--- config.mk ---
export PLATFORM = sky130hd
export DESIGN_NAME = ps2_paddle_receiver
export DESIGN_NICKNAME = d
export VERILOG_FILES = /design/src/rtl/ps2_paddle_receiver.sv
export SDC_FILE = /design/constraint.sdc
export NUM_CORES = 1
export LEC_CHECK = 0
export CAP_MARGIN = 10
export CORE_MARGIN = 1.5
export CORE_UTILIZATION = 50
export DETAILED_ROUTE_END_ITERATION = 12
export PLACE_DENSITY = 0.78
export SLEW_MARGIN = 20
export SYNTH_ARGS = -nofsm -noshare
export SYNTH_HDL_FRONTEND = slang
export SYNTH_SLANG_ARGS = --single-unit
--- constraint.sdc ---
create_clock -name clk -period 6.3 [get_ports clk]
set_input_delay 1.26 -clock clk [delete_from_list [all_inputs] [get_ports clk]]
set_output_delay 1.26 -clock clk [all_outputs]
set_load 0.005 [all_outputs]
--- src/rtl/ps2_paddle_receiver.sv ---
// PS/2 device-to-host frame receiver that turns make/break scan codes into
// held-key levels for both Pong paddles plus a game-reset request.
module ps2_paddle_receiver #(
    parameter int unsigned TIMEOUT_CYCLES = 50_000,
    parameter logic [7:0]  P1_UP_CODE     = 8'h1D,
    parameter logic [7:0]  P1_DOWN_CODE   = 8'h1B,
    parameter logic [7:0]  P2_UP_CODE     = 8'h75,
    parameter logic [7:0]  P2_DOWN_CODE   = 8'h72,
    parameter logic [7:0]  RESET_CODE     = 8'h29
) (
    input  logic       clk,
    input  logic       resetN,
    input  logic       ps2Clk,
    input  logic       ps2Data,
    output logic [7:0] scanCode,
    output logic       scanValid,
    output logic       frameError,
    output logic       p1Up,
    output logic       p1Down,
    output logic       p2Up,
    output logic       p2Down,
    output logic       gameReset
);

    localparam int unsigned CNT_W = $clog2(TIMEOUT_CYCLES + 1);
    localparam logic [CNT_W-1:0] CNT_MAX = CNT_W'(TIMEOUT_CYCLES - 1);
    localparam logic [7:0] BREAK_PREFIX = 8'hF0;
    localparam logic [7:0] EXT_PREFIX   = 8'hE0;

    typedef enum logic [1:0] {IDLE, DATA, PARITY, STOP} state_t;

    state_t           state;
    logic [2:0]       bitCnt;
    logic [7:0]       shiftReg;
    logic             parityBit;
    logic [CNT_W-1:0] toCnt;
    logic             breakPending;
    logic             extPending;

    logic ps2ClkMeta, ps2ClkSync, ps2ClkPrev;
    logic ps2DataMeta, ps2DataSync;
    logic fallEdge;
    logic frameGood;

    // Two-flop synchronizers; reset to the idle-high line level so release never fakes an edge
    always_ff @(posedge clk or negedge resetN) begin
        if (!resetN) begin
            ps2ClkMeta  <= 1'b1;
            ps2ClkSync  <= 1'b1;
            ps2ClkPrev  <= 1'b1;
            ps2DataMeta <= 1'b1;
            ps2DataSync <= 1'b1;
        end else begin
            ps2ClkMeta  <= ps2Clk;
            ps2ClkSync  <= ps2ClkMeta;
            ps2ClkPrev  <= ps2ClkSync;
            ps2DataMeta <= ps2Data;
            ps2DataSync <= ps2DataMeta;
        end
    end

    assign fallEdge  = ps2ClkPrev & ~ps2ClkSync;
    assign frameGood = ps2DataSync & ((^shiftReg) ^ parityBit);

    // Frame FSM, timeout watchdog and scan-code decode
    always_ff @(posedge clk or negedge resetN) begin
        if (!resetN) begin
            state        <= IDLE;
            bitCnt       <= 3'd0;
            shiftReg     <= 8'h00;
            parityBit    <= 1'b0;
            toCnt        <= '0;
            breakPending <= 1'b0;
            extPending   <= 1'b0;
            scanCode     <= 8'h00;
            scanValid    <= 1'b0;
            frameError   <= 1'b0;
            p1Up         <= 1'b0;
            p1Down       <= 1'b0;
            p2Up         <= 1'b0;
            p2Down       <= 1'b0;
            gameReset    <= 1'b0;
        end else begin
            scanValid  <= 1'b0;
            frameError <= 1'b0;

            if (state == IDLE || fallEdge) begin
                toCnt <= '0;
            end else if (toCnt != CNT_MAX) begin
                toCnt <= toCnt + CNT_W'(1);
            end

            if (fallEdge) begin
                case (state)
                    IDLE: begin
                        if (!ps2DataSync) begin
                            state  <= DATA;
                            bitCnt <= 3'd0;
                        end
                    end
                    DATA: begin
                        shiftReg <= {ps2DataSync, shiftReg[7:1]};
                        if (bitCnt == 3'd7) begin
                            state <= PARITY;
                        end else begin
                            bitCnt <= bitCnt + 3'd1;
                        end
                    end
                    PARITY: begin
                        parityBit <= ps2DataSync;
                        state     <= STOP;
                    end
                    STOP: begin
                        state <= IDLE;
                        if (frameGood) begin
                            scanCode  <= shiftReg;
                            scanValid <= 1'b1;
                            if (shiftReg == BREAK_PREFIX) begin
                                breakPending <= 1'b1;
                            end else if (shiftReg == EXT_PREFIX) begin
                                extPending <= 1'b1;
                            end else begin
                                // Plain codes and E0-extended codes live in separate tables
                                if (!extPending) begin
                                    if (shiftReg == P1_UP_CODE)   p1Up      <= ~breakPending;
                                    if (shiftReg == P1_DOWN_CODE) p1Down    <= ~breakPending;
                                    if (shiftReg == RESET_CODE)   gameReset <= ~breakPending;
                                end else begin
                                    if (shiftReg == P2_UP_CODE)   p2Up      <= ~breakPending;
                                    if (shiftReg == P2_DOWN_CODE) p2Down    <= ~breakPending;
                                end
                                breakPending <= 1'b0;
                                extPending   <= 1'b0;
                            end
                        end else begin
                            frameError   <= 1'b1;
                            breakPending <= 1'b0;
                            extPending   <= 1'b0;
                        end
                    end
                    default: state <= IDLE;
                endcase
            end else if (state != IDLE && toCnt == CNT_MAX) begin
                // Abandon a stalled partial frame
                state        <= IDLE;
                frameError   <= 1'b1;
                breakPending <= 1'b0;
                extPending   <= 1'b0;
            end
        end
    end

endmodule
==> flow_summary_export.csv, run 1 <==
group,metric,value,unit
timing,rsz0062_at_grt,"false",
synthesis,syn-cell-area,2620,sq um
cts,cts_setup_buffers,0,
die,io_pins,19,
grt,grt_overflow,0,
status,status,"finished clean",
cts,cts_buffers,5,
worst_setup_path,path_cells,"inv_1, ha_1, nand2b_1, or4_1, a32oi_1, mux2_2",
timing,worstMarginPinSlew,0.641,ns
placement,dp_hpwl,3330,um
grt,antenna_found_initial,0,
detailed_routing,vias,1856,
layout,final_cells,351,
synthesis,synthAdderAreaFrac,0.105,
placement,io_buffer_count,18,
cts,clkTransAtPathRegs,0.09,ns
cts,cts_hold_buf,0,
timing,hold_viol_final,0,
timing,skew,0.00480,ns
power,leakage,1.35,nW
synthesis,synthArstFlopShare,1.00,
synthesis,yosysTopAreaCellShare,0.448,
synthesis,synth_edf_count,0,
timing,finalSetupViolCount,0,
detailed_routing,routed_wl,4630,um
layout,syn2layout_area_growth,13.5,%
cts,cts_resized,0,
timing,slew_violations,0,
die,core_area,5070,sq um
worst_setup_path,path_max_fanout,17,
worst_setup_path,worstSetupPathType,"flop to flop",
die,die_w,75.4,um
die,die_area,5690,sq um
worst_setup_path,path_delay_family,"simple AND/OR/NAND/NOR gates",
synthesis,postSynthCellCount,260,
die,fp-row-count,26,
synthesis,synth_ff_type,"dfrtp_1",
synthesis,synth_top_area_cell,"dfrtp_1",
synthesis,synth_area_leaders,"dfrtp_1 45%, ha_1 10%, o21ai_0 5.3%",
worst_setup_path,end_kind,"flop",
die,start_util,0.517,
detailed_routing,drtIter0Drc,75,
timing,slew_headroom,0.572,
power,power.density,314,nW/um^2
timing,max_freq,383,MHz
cts,htreeDepth,2,
detailed_routing,vias_per_cell,5.29,
worst_setup_path,crit_arrival,2.81,ns
synthesis,synth.distinct_cells,37,
cts,numClockSinks,52,
synthesis,synth-compound-area-share,0.0906,
cts,insertion_delay,0.31,ns
worst_setup_path,critPathSlowestCell,"or4_1",
synthesis,synth_warnings,0,
power,total_power,0.935,mW
synthesis,synth.avg_cell_area,10.1,sq um
min_path,min_path_type,"flop to flop",
worst_setup_path,path_buf_inv,1,
die,fp.dieH,75.4,um
worst_setup_path,crit_required,6.50,ns
timing,fin_setup_tns,0,ns
worst_setup_path,max_stage_delay,0.74,ns
placement,gp_congestion,0.836,
cts,cts_buffer_depth,2,
timing,finalCritPeriodShare,0.414,
grt,grt_usage,0.186,
detailed_routing,drc,0,
grt,grt_max_degree,53,
timing,period_minus_slack,2.61,ns
detailed_routing,dr.pass1.iters,4,
layout,final_core_util,0.587,
run,maxCapViolations,0,
layout,nets,306,
synthesis,synth_xor_area_frac,0.0501,
synthesis,ys_seq_area_frac,0.499,
synthesis,synthSimpleGateAreaFrac,0.184,
synthesis,synth_top_family_by_area,"simple AND/OR/NAND/NOR gates",
placement,place_inst,343,
layout,drive_gt1_frac,0.0676,
detailed_routing,drtAntennaViolNets,0,
power,ir_worst_vdd,183,uV
detailed_routing,wl_per_cell,13.2,um
grt,grt_pass1_vias,1825,
synthesis,synthMuxAreaShare,0.0358,
cts,tritoncts,"built",
synthesis,synthesis.nets,286,
synthesis,ys_ff_latch,52,
grt,grt_pass1_wl,8040,um
cts,cts_root_buf,"clkbuf_8",
worst_setup_path,start_kind,"flop",
layout,antennaDiodeCount,0,
logic make-up after synthesis:
logic type	count (synthesis)
AOI/OAI and AO/OA	42
DFF	52
and+or+nand+nor	95
muxes	9
xor gates and xnor gates	15
adders and majority gates	22
buffers and inverters	25
layer usage:
layer	track usage	wire length [um]	part of all wire	up-vias
li1	-	-	-	926
met1	0.224	2080	0.45	900
met2	0.335	2380	0.51	25
met3	0.0437	126	0.027	5
met4	0.0496	40	0.0086	0
met5	0	0	0	-
through the flow:
stage,hold slack [ns],area (sq um),setup slack [ns]
final,0.364,2980,3.69
after global routing,0.373,2980,3.55
after CTS,0.365,2980,3.67
after detailed placement,0.351,2870,3.71
after global placement,0.346,2870,3.81
after floorplan,0.345,2620,4.13
cells in the mapped netlist, types with 2 or more instances:
| library cell | count |
|---|---|
| inv_1 | 19 |
| nor2b_1 | 5 |
| and4_1 | 2 |
| nor2_1 | 19 |
| nand2_1 | 33 |
| xnor2_1 | 5 |
| dfstp_2 | 5 |
| nand2b_1 | 2 |
| o21ai_0 | 28 |
| ha_1 | 22 |
| clkbuf_1 | 5 |
| a21oi_1 | 4 |
| a22oi_1 | 2 |
| and3_1 | 4 |
| nand4_1 | 9 |
| mux2i_1 | 6 |
| nand3_1 | 8 |
| a32oi_1 | 2 |
| o31ai_1 | 2 |
| or3_1 | 3 |
| or4_1 | 2 |
| dfrtp_1 | 47 |
| xor2_1 | 10 |
| mux2_2 | 3 |
cell usage in the layout, fill, tap and decap left out, types with 2 or more instances in the layout:
cell type / n
inv_1: 19
mux2i_1: 6
dfstp_2: 5
nand3_1: 8
xor2_1: 10
nor2b_1: 5
or3_1: 3
nand2b_1: 2
a32oi_1: 2
dfrtp_1: 47
nor2_1: 19
or4_1: 2
xnor2_1: 5
a21oi_1: 4
a22oi_1: 2
and3_1: 4
mux2_2: 3
clkdlybuf4s50_1: 17
o31ai_1: 2
nand4_1: 9
clkbuf_8: 5
and4_1: 2
o21ai_0: 28
ha_1: 22
nand2_1: 33
cell type report:
cell class,instances,area (sq um)
Timing Repair Buffer,19,183
Sequential cell,52,1310
Fill cell,462,2100
Clock buffer,6,72.6
Inverter,19,71.3
Multi-Input combinational cell,183,1220
Tap cell,70,87.6
Clock inverter,2,35.0
sequential cells by signal (all words and copies together), names as in the netlist, 2 cells and up:
| name | flops |
|---|---|
| bitCnt | 3 |
| scanCode | 8 |
| shiftReg | 8 |
| state | 2 |
| toCnt | 16 |
power breakdown:
part	switching [mW]	leakage, nW	internal, mW
combinational	0.167	0.595	0.113
clock	0.108	0.0552	0.118
sequential	0.0462	0.697	0.382
worst paths after layout:
check	start	endpoint	slack, ns	cells past startpoint
worst min-delay path	ps2DataMeta$_DFF_PN1_	ps2DataSync$_DFF_PN1_	0.36	0
worst max register to register	state[0]$_DFFE_PN0P_	extPending$_DFFE_PN0P_	3.69	6
max in group asynchronous	resetN	toCnt[0]$_DFFE_PN0P_	4.82	2
min in group asynchronous	resetN	scanValid$_DFF_PN0_	1.06	2
worst max-delay path	state[0]$_DFFE_PN0P_	extPending$_DFFE_PN0P_	3.69	6
worst min register to register	ps2DataMeta$_DFF_PN1_	ps2DataSync$_DFF_PN1_	0.36	0
Power figures use the tool's default switching activity.
==> inputs of run 2 (changes only) <==
==> constraint.sdc (replaced) <==
create_clock -name clk -period 2.4 [get_ports clk]
set_input_delay 0.48 -clock clk [delete_from_list [all_inputs] [get_ports clk]]
set_output_delay 0.48 -clock clk [all_outputs]
set_load 0.005 [all_outputs]
==> flow_summary_export.csv, run 2 (synthesized netlist as in run 1, its figures left out) <==
group,metric,value,unit
status,status,"finished clean",
detailed_routing,wl_met3,161,um
detailed_routing,dr.pass1.iters,4,
worst_setup_path,end_kind,"flop",
worst_setup_path,rr_worst_depth,6,
worst_setup_path,max_stage_delay,0.62,ns
layout,antennaDiodeCount,0,
timing,finalCritPeriodShare,0.913,
cts,clkTransAtPathRegs,0.09,ns
die,fp-row-count,26,
grt,antenna_found_initial,0,
layout,syn2layout_area_growth,14.1,%
worst_setup_path,worst_r2r_endpoint,"extPending$_DFFE_PN0P_",
layout,largest_reg_flops,16,
worst_setup_path,start_kind,"flop",
worst_setup_path,critPathLaunch,"state[0]$_DFFE_PN0P_",
die,fp.dieH,75.4,um
timing,worstMarginPinSlew,0.611,ns
worst_setup_path,crit_arrival,2.39,ns
cts,insertion_delay,0.30,ns
die,start_util,0.517,
placement,gp_congestion,0.823,
timing,skew,0.00588,ns
worst_setup_path,r2r_setup_slack,0.21,ns
worst_setup_path,crit_end,"extPending$_DFFE_PN0P_",
worst_setup_path,critPathSlowestCell,"or4_1",
timing,fin_setup_tns,0,ns
placement,dp_hpwl,3370,um
die,core_area,5070,sq um
cts,tritoncts,"built",
cts,cts_buffer_depth,2,
grt,grt_usage,0.187,
detailed_routing,m1WireLength,1980,um
worst_setup_path,worstSetupPathType,"flop to flop",
timing,slew_headroom,0.592,
timing,rsz0062_at_grt,"false",
placement,io_buffer_count,18,
worst_setup_path,path_delay_family,"simple AND/OR/NAND/NOR gates",
worst_setup_path,reg2reg_from,"state[0]$_DFFE_PN0P_",
timing,period_minus_slack,2.19,ns
detailed_routing,wl_per_cell,12.7,um
cts,cts_hold_buf,0,
layout,final_common_cell,"dfrtp_1",
layout,nets,310,
grt,grt_max_degree,53,
power,ir_worst_vdd,414,uV
timing,max_freq,456,MHz
grt,grt_pass1_wl,8010,um
placement,placedInstanceArea,2900,sq um
cts,cts_buffers,5,
detailed_routing,drc,0,
detailed_routing,drtIter0Drc,80,
power,leakage,1.36,nW
worst_setup_path,path_max_fanout,5,
die,die_w,75.4,um
cts,cts_root_buf,"clkbuf_8",
timing,slew_violations,0,
cts,numClockSinks,52,
detailed_routing,vias,1863,
worst_setup_path,path_cells,"inv_1, ha_1, nand2b_1, or4_1, a32oi_1, mux2_2",
worst_setup_path,crit_required,2.60,ns
die,die_area,5690,sq um
layout,regMostFlops,"toCnt",
detailed_routing,routed_wl,4510,um
timing,hold_viol_final,0,
timing,finalSetupViolCount,0,
power,power.density,807,nW/um^2
detailed_routing,top_layer_used,"met4",
cts,htreeDepth,2,
detailed_routing,vias_per_cell,5.25,
layout,finalInstanceArea,2990,sq um
layout,reg.largest.list,"toCnt x16, scanCode x8, shiftReg x8",
grt,grt_pass1_vias,1866,
worst_setup_path,path_buf_inv,1,
cts,cts_setup_buffers,0,
layout,layout_common_cells,"47 x dfrtp_1, 33 x nand2_1, 28 x o21ai_0",
run,maxCapViolations,0,
min_path,min_path_type,"input port to async pin",
detailed_routing,route.met2.wl,2320,um
cts,cts_resized,0,
grt,grt_overflow,0,
layout,drive_gt1_frac,0.0842,
die,io_pins,19,
worst_setup_path,path_depth,6,
detailed_routing,drtAntennaViolNets,0,
[run 2: worst min-delay path by stage]
stage / startpoint / end / slack [ns] / cells past startpoint
2_1_floorplan: resetN / bitCnt[0]$_DFFE_PN0P_ / 0.18 / 0
3_5_place_dp: ps2DataMeta$_DFF_PN1_ / ps2DataSync$_DFF_PN1_ / 0.35 / 0
3_3_place_gp: ps2ClkMeta$_DFF_PN1_ / ps2ClkSync$_DFF_PN1_ / 0.35 / 0
6_report: resetN / scanValid$_DFF_PN0_ / 0.27 / 2
5_1_grt: resetN / scanValid$_DFF_PN0_ / 0.33 / 2
4_1_cts: resetN / scanCode[4]$_DFFE_PN0P_ / 0.28 / 2
[run 2: final cells by class]
cell class | count | area, sq um
clock buffer | 6 | 82.6
clock inverter | 2 | 10.0
fill | 446 | 2080
inverter | 19 | 71.3
multi-input combinational | 183 | 1220
sequential | 52 | 1310
tap | 70 | 87.6
timing repair buffer | 23 | 213
[run 2: report_power, final]
group / leakage (nW) / total, mW / internal [mW] / switching [mW]
Clock: 0.0510 / 0.502 / 0.230 / 0.272
Combinational: 0.614 / 0.787 / 0.336 / 0.451
Sequential: 0.697 / 1.13 / 1.00 / 0.123
Total: 1.36 / 2.42 / 1.57 / 0.845
[run 2: worst register-to-register path: stages (launching register included)]
cell and delay (ns):
dfrtp_1 0.41, inv_1 0.10, ha_1 0.22, nand2b_1 0.15, or4_1 0.62, a32oi_1 0.23, mux2_2 0.35
[run 2: stage by stage]
| step | setup slack (ns) | util | hold slack (ns) | total power, mW | std cells |
|---|---|---|---|---|---|
| detailed placement | 0.236 | 0.571 | 0.347 | 1.93 | 347 |
| finish | 0.209 | 0.589 | 0.271 | 2.42 | 355 |
| floorplan | 0.227 | - | 0.184 | 1.67 | 260 |
| global placement | 0.274 | 0.571 | 0.346 | 1.90 | 347 |
| global route | 0.0238 | 0.589 | 0.327 | 2.62 | 355 |
| CTS | 0.217 | 0.589 | 0.282 | 2.44 | 355 |
[run 2: per-layer routing]
| layer | global-route usage | vias up |
|---|---|---|
| met4 | 0.0933 | 0 |
| met2 | 0.323 | 34 |
| met5 | 0 | - |
| met3 | 0.0397 | 6 |
| met1 | 0.221 | 885 |
| li1 | - | 938 |
